### src/rtl/reg_file_mp_pkg.sv
// Shared constants, sweep FSM encoding and packed-port slicing helper for the
// multi-port register file.
package reg_file_mp_pkg;

   localparam int DATA_W     = 32;
   localparam int RF_REG_NUM = 32;
   localparam int RF_REG_W   = $clog2(RF_REG_NUM);

   typedef enum logic {
      ST_INIT = 1'b0,
      ST_RUN  = 1'b1
   } state_t;

   // LSB position of port `port` inside a packed bus of `width`-bit fields.
   function automatic int slice_lsb(input int port, input int width);
      return port * width;
   endfunction

endpackage

### src/rtl/reg_file_mp_if.sv
// Decode/write-back side bus of reg_file_mp: read ports, write port, lock
// request and ready status.
interface reg_file_mp_if #(
   parameter int DATA_W = reg_file_mp_pkg::DATA_W,
   parameter int AW     = reg_file_mp_pkg::RF_REG_W,
   parameter int NUM_RD = 2
);
   logic [NUM_RD-1:0]        iRdEn;
   logic [NUM_RD*AW-1:0]     iRdAddr;
   logic [NUM_RD*DATA_W-1:0] oRdData;
   logic [NUM_RD-1:0]        oRdPending;
   logic                     iWrEn;
   logic [AW-1:0]            iWrAddr;
   logic [DATA_W-1:0]        iWrData;
   logic                     iLockEn;
   logic [AW-1:0]            iLockAddr;
   logic                     oReady;

   modport master (
      output iRdEn, iRdAddr, iWrEn, iWrAddr, iWrData, iLockEn, iLockAddr,
      input  oRdData, oRdPending, oReady
   );

   modport slave (
      input  iRdEn, iRdAddr, iWrEn, iWrAddr, iWrData, iLockEn, iLockAddr,
      output oRdData, oRdPending, oReady
   );
endinterface

### src/rtl/reg_file_mp_rf_scoreboard.sv
// Per-register pending bits for load-use interlock; lock beats clear.
// RF_BYPASS_EN: a same-cycle clear of a read address is forwarded to the port.
module rf_scoreboard #(
   parameter int DEPTH  = reg_file_mp_pkg::RF_REG_NUM,
   parameter int AW     = $clog2(DEPTH),
   parameter int NUM_RD = 2
) (
   input  logic                 clk,
   input  logic                 reset,
   input  logic                 lock_en,
   input  logic [AW-1:0]        lock_addr,
   input  logic                 clr_en,
   input  logic [AW-1:0]        clr_addr,
   input  logic [NUM_RD*AW-1:0] rd_addr,
   output logic [NUM_RD-1:0]    rd_pending
);
   import reg_file_mp_pkg::slice_lsb;

   logic [DEPTH-1:0] pending_reg;

   // Lock is applied after clear so it wins on a same-address collision.
   always_ff @(posedge clk) begin
      if (reset) begin
         pending_reg <= '0;
      end else begin
         if (clr_en)
            pending_reg[clr_addr] <= 1'b0;
         if (lock_en)
            pending_reg[lock_addr] <= 1'b1;
         pending_reg[0] <= 1'b0;
      end
   end

   generate
      for (genvar gi = 0; gi < NUM_RD; gi++) begin : g_port
         localparam int ALSB = slice_lsb(gi, AW);
         logic [AW-1:0] addr;
         assign addr = rd_addr[ALSB +: AW];
`ifdef RF_BYPASS_EN
         logic clr_hit;
         logic lock_hit;
         assign clr_hit  = clr_en && (clr_addr == addr);
         assign lock_hit = lock_en && (lock_addr == addr);
         assign rd_pending[gi] = (addr != '0) && (clr_hit ? lock_hit : pending_reg[addr]);
`else
         assign rd_pending[gi] = (addr != '0) && pending_reg[addr];
`endif
      end
   endgenerate

endmodule

### src/rtl/reg_file_mp.sv
// Multi-port MIPS register file with post-reset clear sweep and pending scoreboard.
// RF_BYPASS_EN: forwards a same-cycle write into the read ports.
module reg_file_mp #(
   parameter int DATA_W = reg_file_mp_pkg::DATA_W,
   parameter int DEPTH  = reg_file_mp_pkg::RF_REG_NUM,
   parameter int AW     = $clog2(DEPTH),
   parameter int NUM_RD = 2
) (
   input  logic         clk,
   input  logic         reset,
   reg_file_mp_if.slave bus
);
   import reg_file_mp_pkg::state_t;
   import reg_file_mp_pkg::ST_INIT;
   import reg_file_mp_pkg::ST_RUN;
   import reg_file_mp_pkg::slice_lsb;

   state_t            state_reg;
   logic [AW-1:0]     sweep_reg;
   logic              ready_reg;
   logic [DATA_W-1:0] mem [DEPTH];
   logic [NUM_RD-1:0] pend_lookup;
   logic              run;
   logic              wr_ok;
   logic              lock_ok;

   assign run     = (state_reg == ST_RUN);
   assign wr_ok   = run && bus.iWrEn && (bus.iWrAddr != '0);
   assign lock_ok = run && bus.iLockEn && (bus.iLockAddr != '0);
   assign bus.oReady = ready_reg;

   always_ff @(posedge clk) begin
      if (reset) begin
         state_reg <= ST_INIT;
         sweep_reg <= '0;
         ready_reg <= 1'b0;
      end else if (state_reg == ST_INIT) begin
         sweep_reg <= sweep_reg + 1'b1;
         if (sweep_reg == AW'(DEPTH - 1)) begin
            state_reg <= ST_RUN;
            ready_reg <= 1'b1;
         end
      end
   end

   // Storage has no reset; the sweep zeroes one entry per cycle instead.
   always_ff @(posedge clk) begin
      if (!run)
         mem[sweep_reg] <= '0;
      else if (wr_ok)
         mem[bus.iWrAddr] <= bus.iWrData;
   end

   rf_scoreboard #(
      .DEPTH  (DEPTH),
      .AW     (AW),
      .NUM_RD (NUM_RD)
   ) u_scoreboard (
      .clk        (clk),
      .reset      (reset),
      .lock_en    (lock_ok),
      .lock_addr  (bus.iLockAddr),
      .clr_en     (wr_ok),
      .clr_addr   (bus.iWrAddr),
      .rd_addr    (bus.iRdAddr),
      .rd_pending (pend_lookup)
   );

   generate
      for (genvar gi = 0; gi < NUM_RD; gi++) begin : g_rd
         localparam int ALSB = slice_lsb(gi, AW);
         localparam int DLSB = slice_lsb(gi, DATA_W);
         logic [AW-1:0]     addr;
         logic [DATA_W-1:0] data_next;
         logic [DATA_W-1:0] data_reg;
         logic              pending_reg;

         assign addr = bus.iRdAddr[ALSB +: AW];

         always_comb begin
            data_next = mem[addr];
`ifdef RF_BYPASS_EN
            if (wr_ok && (bus.iWrAddr == addr))
               data_next = bus.iWrData;
`endif
            if (addr == '0)
               data_next = '0;
         end

         always_ff @(posedge clk) begin
            if (reset || !run) begin
               data_reg    <= '0;
               pending_reg <= 1'b0;
            end else if (bus.iRdEn[gi]) begin
               data_reg    <= data_next;
               pending_reg <= pend_lookup[gi];
            end
         end

         assign bus.oRdData[DLSB +: DATA_W] = data_reg;
         assign bus.oRdPending[gi]          = pending_reg;
      end
   endgenerate

endmodule

### src/flat_wrapper.sv
// flat-port wrapper written by rule: the top's interface ports become plain ports
module reg_file_mp_flat import reg_file_mp_pkg::state_t; import reg_file_mp_pkg::ST_INIT; import reg_file_mp_pkg::ST_RUN; import reg_file_mp_pkg::slice_lsb;
#(
   parameter int DATA_W = reg_file_mp_pkg::DATA_W,
   parameter int DEPTH  = reg_file_mp_pkg::RF_REG_NUM,
   parameter int AW     = $clog2(DEPTH),
   parameter int NUM_RD = 2
)
  (clk, reset, bus_iRdEn, bus_iRdAddr, bus_iWrEn, bus_iWrAddr, bus_iWrData, bus_iLockEn, bus_iLockAddr, bus_oRdData, bus_oRdPending, bus_oReady);
  reg_file_mp_if #(.DATA_W(DATA_W), .AW(AW), .NUM_RD(NUM_RD)) bus_i ();
  input  logic clk;
  input  logic reset;
  input wire logic [$bits(bus_i.iRdEn)-1:0] bus_iRdEn;
  input wire logic [$bits(bus_i.iRdAddr)-1:0] bus_iRdAddr;
  input wire logic [$bits(bus_i.iWrEn)-1:0] bus_iWrEn;
  input wire logic [$bits(bus_i.iWrAddr)-1:0] bus_iWrAddr;
  input wire logic [$bits(bus_i.iWrData)-1:0] bus_iWrData;
  input wire logic [$bits(bus_i.iLockEn)-1:0] bus_iLockEn;
  input wire logic [$bits(bus_i.iLockAddr)-1:0] bus_iLockAddr;
  output wire logic [$bits(bus_i.oRdData)-1:0] bus_oRdData;
  output wire logic [$bits(bus_i.oRdPending)-1:0] bus_oRdPending;
  output wire logic [$bits(bus_i.oReady)-1:0] bus_oReady;
  assign bus_i.iRdEn = bus_iRdEn;
  assign bus_i.iRdAddr = bus_iRdAddr;
  assign bus_i.iWrEn = bus_iWrEn;
  assign bus_i.iWrAddr = bus_iWrAddr;
  assign bus_i.iWrData = bus_iWrData;
  assign bus_i.iLockEn = bus_iLockEn;
  assign bus_i.iLockAddr = bus_iLockAddr;
  assign bus_oRdData = bus_i.oRdData;
  assign bus_oRdPending = bus_i.oRdPending;
  assign bus_oReady = bus_i.oReady;
  reg_file_mp #(.DATA_W(DATA_W), .DEPTH(DEPTH), .AW(AW), .NUM_RD(NUM_RD)) u_core (.clk(clk), .reset(reset), .bus(bus_i));
endmodule
### config.mk
export PLATFORM = sky130hd
export DESIGN_NAME = reg_file_mp_flat
export DESIGN_NICKNAME = d
export VERILOG_FILES = /design/src/rtl/reg_file_mp_pkg.sv /design/src/rtl/reg_file_mp_if.sv /design/src/rtl/reg_file_mp_rf_scoreboard.sv /design/src/rtl/reg_file_mp.sv /design/src/flat_wrapper.sv
export SDC_FILE = /design/constraint.sdc
export NUM_CORES = 1
export LEC_CHECK = 0
export ABC_AREA = 0
export BUFFER_PORTS_ARGS = -buffer_cell sky130_fd_sc_hd__buf_4
export CAP_MARGIN = 15
export CORE_UTILIZATION = 50
export DETAILED_ROUTE_END_ITERATION = 7
export PLACE_DENSITY = 0.74
export SLEW_MARGIN = 15
export SYNTH_ARGS = -nofsm -noshare
export SYNTH_HDL_FRONTEND = slang
export SYNTH_SLANG_ARGS = --single-unit
export TNS_END_PERCENT = 30
### constraint.sdc
create_clock -name clk -period 10.57 [get_ports clk]
set_clock_uncertainty 0.2 [all_clocks]
set_input_delay 3.171 -clock clk [delete_from_list [all_inputs] [get_ports clk]]
set_output_delay 3.171 -clock clk [all_outputs]
set_load 0.1 [all_outputs]
==> results.txt <==
----------------------------------------------------
[Outcome]
  Status ... finished clean

[Route]
  DRC violations left ... 0
  Detailed-router iteration count before antenna repair ... 5
  Final ANT Viol Nets ... 0
  Routed via count divided by cell count ... 7.21
  Avg WL per Cell ... 36.1 microns
  Count of vias placed by the detailed router ... 31.5k
  Starting DRC count in detailed routing ... 5037
  Drt total wl ... 158000 microns

[STA]
  Max-slew violation count ... 0
  Final Hold Fails ... 0
  Final sum of negative setup slack ... 0 ns
  Final cycle utilization of the critical path ... 0.579
  Max Fclk ... 163 MHz
  Worst Setup Slack, final ... 4.45 ns
  Minimum clock period ... 6.12 ns
  RSZ-0062 raised after global routing ... false
  Normalized max-slew margin ... 0.152
  Final Setup Violations ... 0
  Transition time at the pin with the least slew margin ... 1.27 ns
  Hold Slack ... 0.281 ns

[Finish]
  Count of nets after finishing ... 2981
  Layout cell share with drive strength beyond 1 ... 0.301
  Utilization after layout ... 0.574
  Number of flip-flops in the largest register ... 1024
  Commonest cells after routing, fill and taps aside ... sky130_fd_sc_hd__edfxtp_1, sky130_fd_sc_hd__mux4_2, sky130_fd_sc_hd__a22oi_1
  Most frequent standard cell in the layout excluding fill and tap cells ... sky130_fd_sc_hd__edfxtp_1
  Layout-stage area growth over the synthesis result ... 13.1%
  Number of filler instances in the final layout ... 7238
  Final Instance Area ... 57700 sq um

[Die]
  Core area ... 101000 sq um
  Die boundary width ... 321 microns
  Standard-cell rows ... 116
  Floorplan die area ... 103000 sq um
  Initial core utilization ... 0.507
  Boundary Pins ... 125
  Die height ... 321 microns

[Clock network]
  Number of gates resized after CTS ... 0
  Clock sink total ... 1128
  TritonCTS clock tree ... yes
  Clock network latency to the later pin of the worst-skew pair ... 0.73 ns
  Clock transition at the registers of the reported paths ... 0.06 ns
  CTS Hold Buffers Added ... 0
  Total number of H-tree levels ... 3
  Master cell of the clock root buffer ... sky130_fd_sc_hd__clkbuf_16
  Maximum count of clock buffers along a single path ... 3
  TritonCTS buffer count ... 113
  Count of buffers added by post-CTS timing repair for setup ... 0

[Critical path]
  CP Data Arrival Time ... 6.27 ns
  Crit Path Class ... primary input to flip-flop
  Crit path capture type ... flip-flop
  Crit start category ... primary input
  Most frequent cell on the critical path ... sky130_fd_sc_hd__buf_4
  Largest incremental delay on the critical path ... 0.72 ns
  CP max-delay cell ... sky130_fd_sc_hd__nor2_4
  Maximum fanout along the worst path ... 36
  Required @ worst endpoint ... 10.72 ns
  Worst-path cell chain ... buf_4 > nor4_1 > a21oi_4 > buf_4 > o21a_1 > nor2_4 > buf_4

[Synth]
  Synth unique cells ... 56
  Number of synthesized flops with an enable pin ... 1024
  Number of synthesized register bits ... 1128
  Yosys top cell area share ... 0.603
  Synth Instances ... 2808
  Cells taking the most area after synthesis ... sky130_fd_sc_hd__edfxtp_1, sky130_fd_sc_hd__mux4_2, sky130_fd_sc_hd__dfxtp_1
  Net count of the mapped netlist ... 2868
  Avg Cell Area, Syn ... 18.2 sq um
  Total of warnings raised by yosys ... 0
  Proportion of synthesized flip-flops having asynchronous set or reset ... 0
  Cell type contributing the most total cell area after synthesis ... sky130_fd_sc_hd__edfxtp_1
  Cell area after synthesis ... 51000 sq um
  Part of the Yosys area used for sequential elements ... 0.643
  Most used DFF post-synth ... sky130_fd_sc_hd__edfxtp_1

[Global routing]
  Global-route usage over all layers ... 0.306
  First-pass GRT wire length ... 225000 microns
  Pin count of the biggest net entering global routing ... 122
  Number of global-route vias before repair ... 32.0k
  Antenna violations before repair ... 2
  Aggregate global routing overflow ... 0

[Place]
  Worst slack after detailed placement ... 3.75 ns
  Standard cell area after detailed placement ... 54100 sq um
  Total of buffers placed on input and output ports ... 124
  Last weighted congestion value of the routability-driven placer ... 0.903
  Total half-perimeter wirelength after legalization and detailed placement ... 95900 microns

[Run]
  Max-Cap Viols ... 0

[Power and ir drop]
  Static leakage ... 18.0 nW
  Pwr per Cell Area ... 163 nW/um^2
  Maximum VDD drop ... 0.000116 V

[Worst hold path]
  Path class of the lowest-slack min-delay path ... flip-flop to flip-flop

----------------------------------------------------
[critical path: cells and delay by family]
kind | cells | cell delay, ns
buf+inv | 3 | 0.99
compound gates | 2 | 0.63
simple gates | 2 | 1.40
[final timing paths]
check	end	slack, ns	startpoint	cells after the start
setup / recovery	u_core.mem[29][6]$_DFFE_PP_	4.45	bus_iWrAddr[0]	7
hold reg to reg	u_core.bus.oReady$_SDFFE_PP0P_	0.28	u_core.bus.oReady$_SDFFE_PP0P_	2
hold / removal	u_core.bus.oReady$_SDFFE_PP0P_	0.28	u_core.bus.oReady$_SDFFE_PP0P_	2
setup reg to reg	u_core.mem[27][24]$_DFFE_PP_	6.84	u_core.run$_SDFF_PP0_	7
[cells in the mapped netlist, drive strengths merged, types with 2 or more instances]
| library cell | n |
|---|---|
| edfxtp | 1024 |
| mux4 | 444 |
| a22oi | 236 |
| mux2i | 189 |
| buf | 122 |
| dfxtp | 104 |
| clkbuf | 97 |
| a21oi | 91 |
| nand2 | 81 |
| nor2 | 67 |
| nand3 | 58 |
| nand4b | 45 |
| o21ai | 45 |
| and2 | 40 |
| a22o | 28 |
| nor2b | 19 |
| mux2 | 13 |
| and3 | 12 |
| a2111o | 9 |
| nor3 | 9 |
| o211ai | 9 |
| a221oi | 8 |
| nor3b | 6 |
| inv | 5 |
| nand2b | 5 |
| o32ai | 5 |
| a211o | 3 |
| and3b | 3 |
| or2 | 3 |
| or3 | 3 |
| ha | 2 |
| nand4 | 2 |
| nor4 | 2 |
| o211a | 2 |
| o21a | 2 |
| o31a | 2 |
| xor2 | 2 |
[area by class of cell]
class,count,area [sq um],area share
sequential,1128,32800,0.569
multi-input combinational,1456,17600,0.304
clock buffer,167,3220,0.0558
timing repair buffer,217,1970,0.0341
tap,1357,1700,0.0294
clock inverter,47,420,0.00728
inverter,5,18.8,0.000325
antenna,1,2.50,0.0000434
[power by group]
part,switching (mW),leakage (nW),internal (mW),total [mW]
clock,1.73,1.79,2.21,3.95
sequential,0.0249,9.52,4.85,4.87
combinational,0.331,6.67,0.243,0.575
[per-stage QoR]
stage	cells	power [mW]
after floorplan	2808	5.34
after global placement	4146	5.51
after detailed placement	4163	5.53
after CTS	4377	9.40
after global routing	4377	9.59
final	4378	9.39
[routing by layer]
metal,up-vias,part of all wire,GRT usage
met5,-,0,0
met1,16300,0.34,0.386
met2,2537,0.47,0.485
met3,560,0.12,0.0731
met4,0,0.068,0.180
li1,12200,-,-
[cells by family after synthesis]
group | after synthesis | synth area share
AO/OA/AOI/OAI | 447 | 0.0613
XOR/XNOR | 3 | 0.000515
adder cells (fa/ha/maj) | 2 | 0.000490
buffers and inverters | 224 | 0.0206
flip-flops | 1128 | 0.643
multiplexers | 646 | 0.236
AND/OR/NAND/NOR | 358 | 0.0378
No activity file was read; power rests on OpenSTA's default activity.
